===== src/rtl/mem_stage_lsu.sv =====
// Memory-stage load/store unit: drives a valid/ready data bus, stalls while busy, returns extended load data.
// Optional response watchdog enabled by defining MEM_LSU_TIMEOUT_EN.
module mem_stage_lsu #(
  parameter logic [1:0] XLEN = 2'b10
`ifdef MEM_LSU_TIMEOUT_EN
  , parameter int TIMEOUT_CYCLES = 255
`endif
) (
  input  logic                           i_clk,
  input  logic                           i_rst,
  input  logic                           i_mem_read_m,
  input  logic                           i_mem_write_m,
  input  logic [(1<<(XLEN+4))-1:0]       i_addr_m,
  input  logic [(1<<(XLEN+4))-1:0]       i_wdata_m,
  input  logic [2:0]                     i_f3_m,
  output logic                           o_stall_m,
  output logic                           o_req_valid,
  input  logic                           i_req_ready,
  output logic                           o_req_we,
  output logic [(1<<(XLEN+4))-1:0]       o_req_addr,
  output logic [(1<<(XLEN+4))-1:0]       o_req_wdata,
  output logic [(1<<(XLEN+4))/8-1:0]     o_req_strb,
  input  logic                           i_rsp_valid,
  input  logic [(1<<(XLEN+4))-1:0]       i_rsp_rdata,
  input  logic                           i_rsp_err,
  output logic [(1<<(XLEN+4))-1:0]       o_load_data_m,
  output logic                           o_done_m,
  output logic [3:0]                     o_exception_code_m
);

  localparam int DATA_W = 1 << (int'(XLEN) + 4);
  localparam int STRB_W = DATA_W / 8;
  localparam int OFF_W  = $clog2(STRB_W);
  localparam int IDX_W  = $clog2(DATA_W);
  localparam bit HAS_D  = (DATA_W >= 64);
  localparam logic [3:0] CODE_NONE = 4'b1111;

  typedef enum logic [1:0] {S_IDLE, S_REQ, S_WAIT, S_DONE} state_t;

  state_t              state_q, state_d;
  logic                we_q, we_d;
  logic [DATA_W-1:0]   addr_q, addr_d;
  logic [DATA_W-1:0]   wdata_q, wdata_d;
  logic [STRB_W-1:0]   strb_q, strb_d;
  logic [OFF_W-1:0]    off_q, off_d;
  logic [2:0]          f3_q, f3_d;
  logic [3:0]          code_q, code_d;
  logic [DATA_W-1:0]   load_q, load_d;

`ifdef MEM_LSU_TIMEOUT_EN
  localparam int CNT_W = ($clog2(TIMEOUT_CYCLES + 1) > 8) ? $clog2(TIMEOUT_CYCLES + 1) : 8;
  logic [CNT_W-1:0]    cnt_q, cnt_d, cnt_inc_s;
  assign cnt_inc_s = cnt_q + {{(CNT_W-1){1'b0}}, 1'b1};
`endif

  // Request decode on the incoming M-stage fields
  logic              access_s, illegal_s, misal_s, stall_s;
  logic [1:0]        size_s;
  logic [OFF_W-1:0]  off_s, align_mask_s;
  logic [3:0]        nbytes_s, bad_code_s, exc_s;
  logic [STRB_W-1:0] strb_s;

  assign access_s     = i_mem_read_m | i_mem_write_m;
  assign size_s       = i_f3_m[1:0];
  assign off_s        = i_addr_m[OFF_W-1:0];
  assign align_mask_s = OFF_W'((4'd1 << size_s) - 4'd1);
  assign misal_s      = |(off_s & align_mask_s);
  assign illegal_s    = !HAS_D && (size_s == 2'd3);
  assign nbytes_s     = 4'd1 << size_s;
  assign strb_s       = (~({STRB_W{1'b1}} << nbytes_s)) << off_s;
  assign bad_code_s   = illegal_s ? 4'd2 : (i_mem_write_m ? 4'd6 : 4'd4);

  // Load extraction works on the latched offset/funct3 of the outstanding access
  logic [DATA_W-1:0] shifted_s, mask_s, ext_s;
  logic [7:0]        nbits_s;
  logic [IDX_W-1:0]  sign_idx_s;
  logic              sign_s;

  assign shifted_s  = i_rsp_rdata >> {off_q, 3'b000};
  assign nbits_s    = 8'd8 << f3_q[1:0];
  assign mask_s     = ~({DATA_W{1'b1}} << nbits_s);
  assign sign_idx_s = IDX_W'(nbits_s - 8'd1);
  assign sign_s     = shifted_s[sign_idx_s] & ~f3_q[2];
  assign ext_s      = (shifted_s & mask_s) | ({DATA_W{sign_s}} & ~mask_s);

  // Next-state and output decode
  always_comb begin
    state_d = state_q;
    we_d    = we_q;
    addr_d  = addr_q;
    wdata_d = wdata_q;
    strb_d  = strb_q;
    off_d   = off_q;
    f3_d    = f3_q;
    code_d  = code_q;
    load_d  = load_q;
    stall_s = 1'b0;
    exc_s   = CODE_NONE;
`ifdef MEM_LSU_TIMEOUT_EN
    cnt_d   = cnt_q;
`endif
    case (state_q)
      S_IDLE: begin
        if (access_s && (illegal_s || misal_s)) begin
          exc_s = bad_code_s;
        end else if (access_s) begin
          stall_s = 1'b1;
          state_d = S_REQ;
          we_d    = i_mem_write_m;
          addr_d  = {i_addr_m[DATA_W-1:OFF_W], {OFF_W{1'b0}}};
          wdata_d = i_wdata_m << {off_s, 3'b000};
          strb_d  = strb_s;
          off_d   = off_s;
          f3_d    = i_f3_m;
          code_d  = CODE_NONE;
        end else begin
          state_d = S_IDLE;
        end
      end
      S_REQ: begin
        stall_s = 1'b1;
        if (i_req_ready) begin
          state_d = S_WAIT;
`ifdef MEM_LSU_TIMEOUT_EN
          cnt_d   = '0;
`endif
        end else begin
          state_d = S_REQ;
        end
      end
      S_WAIT: begin
        stall_s = 1'b1;
        if (i_rsp_valid) begin
          state_d = S_DONE;
          if (i_rsp_err) begin
            code_d = we_q ? 4'd7 : 4'd5;
          end else if (!we_q) begin
            load_d = ext_s;
          end else begin
            load_d = load_q;
          end
        end
`ifdef MEM_LSU_TIMEOUT_EN
        else if (cnt_inc_s == CNT_W'(TIMEOUT_CYCLES)) begin
          state_d = S_DONE;
          code_d  = we_q ? 4'd7 : 4'd5;
        end else begin
          cnt_d = cnt_inc_s;
        end
`else
        else begin
          state_d = S_WAIT;
        end
`endif
      end
      S_DONE: begin
        exc_s   = code_q;
        state_d = S_IDLE;
      end
      default: state_d = S_IDLE;
    endcase
  end

  // State and access registers
  always_ff @(posedge i_clk or posedge i_rst) begin
    if (i_rst) begin
      state_q <= S_IDLE;
      we_q    <= 1'b0;
      addr_q  <= '0;
      wdata_q <= '0;
      strb_q  <= '0;
      off_q   <= '0;
      f3_q    <= 3'd0;
      code_q  <= CODE_NONE;
      load_q  <= '0;
`ifdef MEM_LSU_TIMEOUT_EN
      cnt_q   <= '0;
`endif
    end else begin
      state_q <= state_d;
      we_q    <= we_d;
      addr_q  <= addr_d;
      wdata_q <= wdata_d;
      strb_q  <= strb_d;
      off_q   <= off_d;
      f3_q    <= f3_d;
      code_q  <= code_d;
      load_q  <= load_d;
`ifdef MEM_LSU_TIMEOUT_EN
      cnt_q   <= cnt_d;
`endif
    end
  end

  assign o_stall_m          = stall_s;
  assign o_req_valid        = (state_q == S_REQ);
  assign o_req_we           = we_q;
  assign o_req_addr         = addr_q;
  assign o_req_wdata        = wdata_q;
  assign o_req_strb         = strb_q;
  assign o_load_data_m      = load_q;
  assign o_done_m           = (state_q == S_DONE);
  assign o_exception_code_m = exc_s;

endmodule


===== config.mk =====
export PLATFORM = sky130hd
export DESIGN_NAME = mem_stage_lsu
export DESIGN_NICKNAME = d
export VERILOG_FILES = /design/src/rtl/mem_stage_lsu.sv
export SDC_FILE = /design/constraint.sdc
export NUM_CORES = 1
export LEC_CHECK = 0
export ABC_AREA = 1
export CAP_MARGIN = 0
export CORE_MARGIN = 10
export CORE_UTILIZATION = 40
export DETAILED_ROUTE_END_ITERATION = 8
export MAX_ROUTING_LAYER = met4
export PLACE_DENSITY_LB_ADDON = 0.2
export SYNTH_ARGS = -nofsm -noshare
export SYNTH_HDL_FRONTEND = slang
export SYNTH_SLANG_ARGS = --single-unit

===== constraint.sdc =====
create_clock -name i_clk -period 13.28 [get_ports i_clk]
set_input_delay 2.656 -clock i_clk [delete_from_list [all_inputs] [get_ports i_clk]]
set_output_delay 2.656 -clock i_clk [all_outputs]
set_load 0.01 [all_outputs]

==> run metrics <==
dpl hpwl=34,800 µm; IO Port Bufs=between 400 and 500; Crit. path cell count=10; Crit-path slowest cell=nor2_4; CTS tree=built; final setup violating endpoints=0; part of the power in registers=0.310; hold depth=2; clock sink total=~210; WL/cell=20.7 µm; Syn Area/Cell=7.36 µm²; crit path time final=8.30 ns; status=finished, final reports clean; CP endpoint kind=output port; Critical Path AT=5.65 ns; Inst Count DP=between 2,000 and 2,500; largest net degree at the start of global routing=roughly 150; Cell Count, Final, Fillers Out=2,271; I/O pin count=410; GRT Total Usage=0.261; Max clock buf depth=3; DRT iter0 DRCs=1,200; Initial Utilization=0.407; Slew Limit Fails=0; area grow syn2layout=42.4%; CP required=roughly 11 ns; Final ANT Viol Nets=0; Clock power frac=0.180; initial antenna violation count=1; crit-path leading delay family=buffers and inverters; crit path kind=in -> out; nets=~2,100; post-layout instance area=16,200 µm²; Leakage=0.00751 µW; clock buffer count from CTS=25; RSZ-0062 raised after global routing=no; Die H=189 µm; CP bufs+invs=5; max_slew headroom=0.287; total power=about 3600 µW; critical-path maximum fanout=65; placed inst area=15,400 µm²; critical-path cell list=clkdlybuf4s50_1 -> buf_4 -> inv_2 -> buf_4 -> nand2_1 -> nand2_1 -> nand2_2 -> nor2_4 -> o21a_1 -> clkdlybuf4s50_1; Setup Total Neg Slack=0 ns; startpoint types=input port; maximum vdd drop=127 µV; skew final=0.0124 ns; Clock Pin Slew Worst Setup and Hold Paths=0.06 ns; max cap viols=0; Synth Instances=between 1,500 and 2,000; Comb power frac=0.511; vias in the first global route=11,963; clock latency at the later pin of the worst-skew pair=roughly 0.52 ns; grt ovf=0; #FFs+latches synth=208; Pwr per Cell Area=between 200 and 250 nW/µm²; Die ar.=35,600 µm²; utilization after layout=0.580; Psw=1500 µW; die width=189 µm; crit share post-route=0.625; Cell variety after synth=40; Seq/Total Area, Yosys=0.458; switching power share of the total=0.412; hold_buf cts=0; # Post-CTS Setup Buffers=0; Final Wtd Congestion=between 0.9 and 1; Filler cells=approximately 2,600; Total Wirelength=46,900 µm; vias per cell=approximately 5.2; Clock Tree Root=clkbuf_16; post-synthesis cell area=11,400 µm²; Yosys warnings=0; Tightest Hold Check Type=reg -> reg; layout cell share with drive strength beyond 1=0.0386; Fin. Hold Viols=0; site row count=61; via count=11,882; slowest stage delay, CP=0.58 ns; Worst Tran Pin Value=1.07 ns; H-tree Lvls=1; TritonRoute pass-1 iters=5; path depth of the worst reg2reg path=10; # DRC=0; Max Fclk=0.120 GHz; Int Pwr=2140 µW; # resized after CTS=0; first-pass GRT wire length=71,300 µm; area of the core=27,900 µm²
-- placed cells by master, fill, tap and decap left out, drive strengths merged, types with 2 or more instances in the layout --
master,instances
a21oi,123
a22o,4
a22oi,4
a2bb2oi,4
a31oi,11
buf,13
clkbuf,38
clkdlybuf4s50,404
clkinv,2
conb,4
dfrtp,206
dfstp,2
ha,4
inv,100
mux2i,22
nand2,516
nand3,61
nor2,131
nor3,3
o211ai,25
o21a,7
o21ai,183
o22a,3
o311ai,10
or2,7
-- stage by stage --
step | hold WS [ns] | setup slack, ns
after global placement | 0.453 | 5.06
after global routing | 0.491 | 4.78
final | 0.466 | 4.98
after floorplan | 0.453 | 4.95
after CTS | 0.473 | 5.04
after detailed placement | 0.458 | 5.05
-- cell type report --
| cell class | count | area, µm² | share of cell area |
|---|---|---|---|
| repair buffers | 417 | 4140 | 0.256 |
| flip-flops and latches | 208 | 5210 | 0.322 |
| inverters | 99 | 382 | 0.0236 |
| clock inverters | 4 | 52.6 | 0.00325 |
| diodes | 1 | 2.50 | 0.000155 |
| well taps | 378 | 473 | 0.0292 |
| clock buffers | 38 | 704 | 0.0435 |
| multi-input cells | 1126 | 5230 | 0.323 |
-- worst min-delay path, cell delays in order (launching register included) --
cell     delay [ns]
dfrtp_1        0.34
nand2_1        0.05
nand2_1        0.04
-- worst paths after layout --
path / from / end / slack (ns)
min reg2reg: o_req_addr[30] / o_req_addr[30] / 0.47
max reg2reg: state_q[0] / o_req_strb[1] / 9.93
max in group asynchronous: i_rst / off_q[0] / 9.01
min in group asynchronous: i_rst / o_req_addr[38] / 2.78
min: o_req_addr[30] / o_req_addr[30] / 0.47
max: i_addr_m[1] / o_stall_m / 4.98
-- layer usage --
layer	wire length [µm]	share of wire	GRT usage	vias to the layer above
li1	-	-	-	5679
met1	18900	0.40	0.319	5586
met2	21900	0.47	0.410	549
met3	4770	0.10	0.0788	68
met4	1310	0.028	0.0751	0
met5	0	0	-	-
-- cell usage after synthesis, drive strengths merged --
library cell / count / area share
nor2: 131 / 0.045
a22o: 4 / 0.0031
a2bb2oi: 4 / 0.0031
or2: 7 / 0.0039
o31ai: 1 / 0.00066
a21oi: 123 / 0.055
inv: 99 / 0.033
a31oi: 11 / 0.0061
conb: 2 / 0.00066
ha: 4 / 0.0044
o21ai: 183 / 0.081
nand4: 1 / 0.00055
nand3: 61 / 0.029
o21a: 7 / 0.0046
nand2: 516 / 0.17
o311ai: 10 / 0.0077
a211oi: 1 / 0.00066
clkbuf: 38 / 0.013
dfrtp: 206 / 0.45
o211ai: 25 / 0.017
mux2i: 22 / 0.019
buf: 76 / 0.038
dfstp: 2 / 0.0046
a22oi: 4 / 0.0026
nor3: 3 / 0.0022
o221ai: 1 / 0.00077
o22a: 3 / 0.0023
-- kinds of logic after synthesis --
| group | Yosys count | share of synthesized area |
|---|---|---|
| flip-flops | 208 | 0.458 |
| adder cells (fa/ha/maj) | 4 | 0.00440 |
| multiplexers | 22 | 0.0194 |
| AND/OR/NAND/NOR | 719 | 0.251 |
| buffers and inverters | 213 | 0.0830 |
| AO/OA/AOI/OAI | 377 | 0.184 |
| other | 2 | 0.000661 |
-- flip-flops by register name, summed over array words and instances (netlist names), named ones only --
register,count
o_load_data_m,64
code_q,2
o_req_we,1
o_req_wdata,64
off_q,3
o_req_strb,8
o_req_addr,61
f3_q,3
state_q,1
-- power by group through the flow --
stage | combinational, µW | clock, µW | sequential (µW)
after floorplan | 812 | 0 | 1220
after global placement | 1860 | 0 | 1120
after detailed placement | 1870 | 0 | 1130
after CTS | 1870 | 666 | 1130
after global routing | 2030 | 692 | 1170
final | 1860 | 654 | 1130
Power figures use the tool's default switching activity.
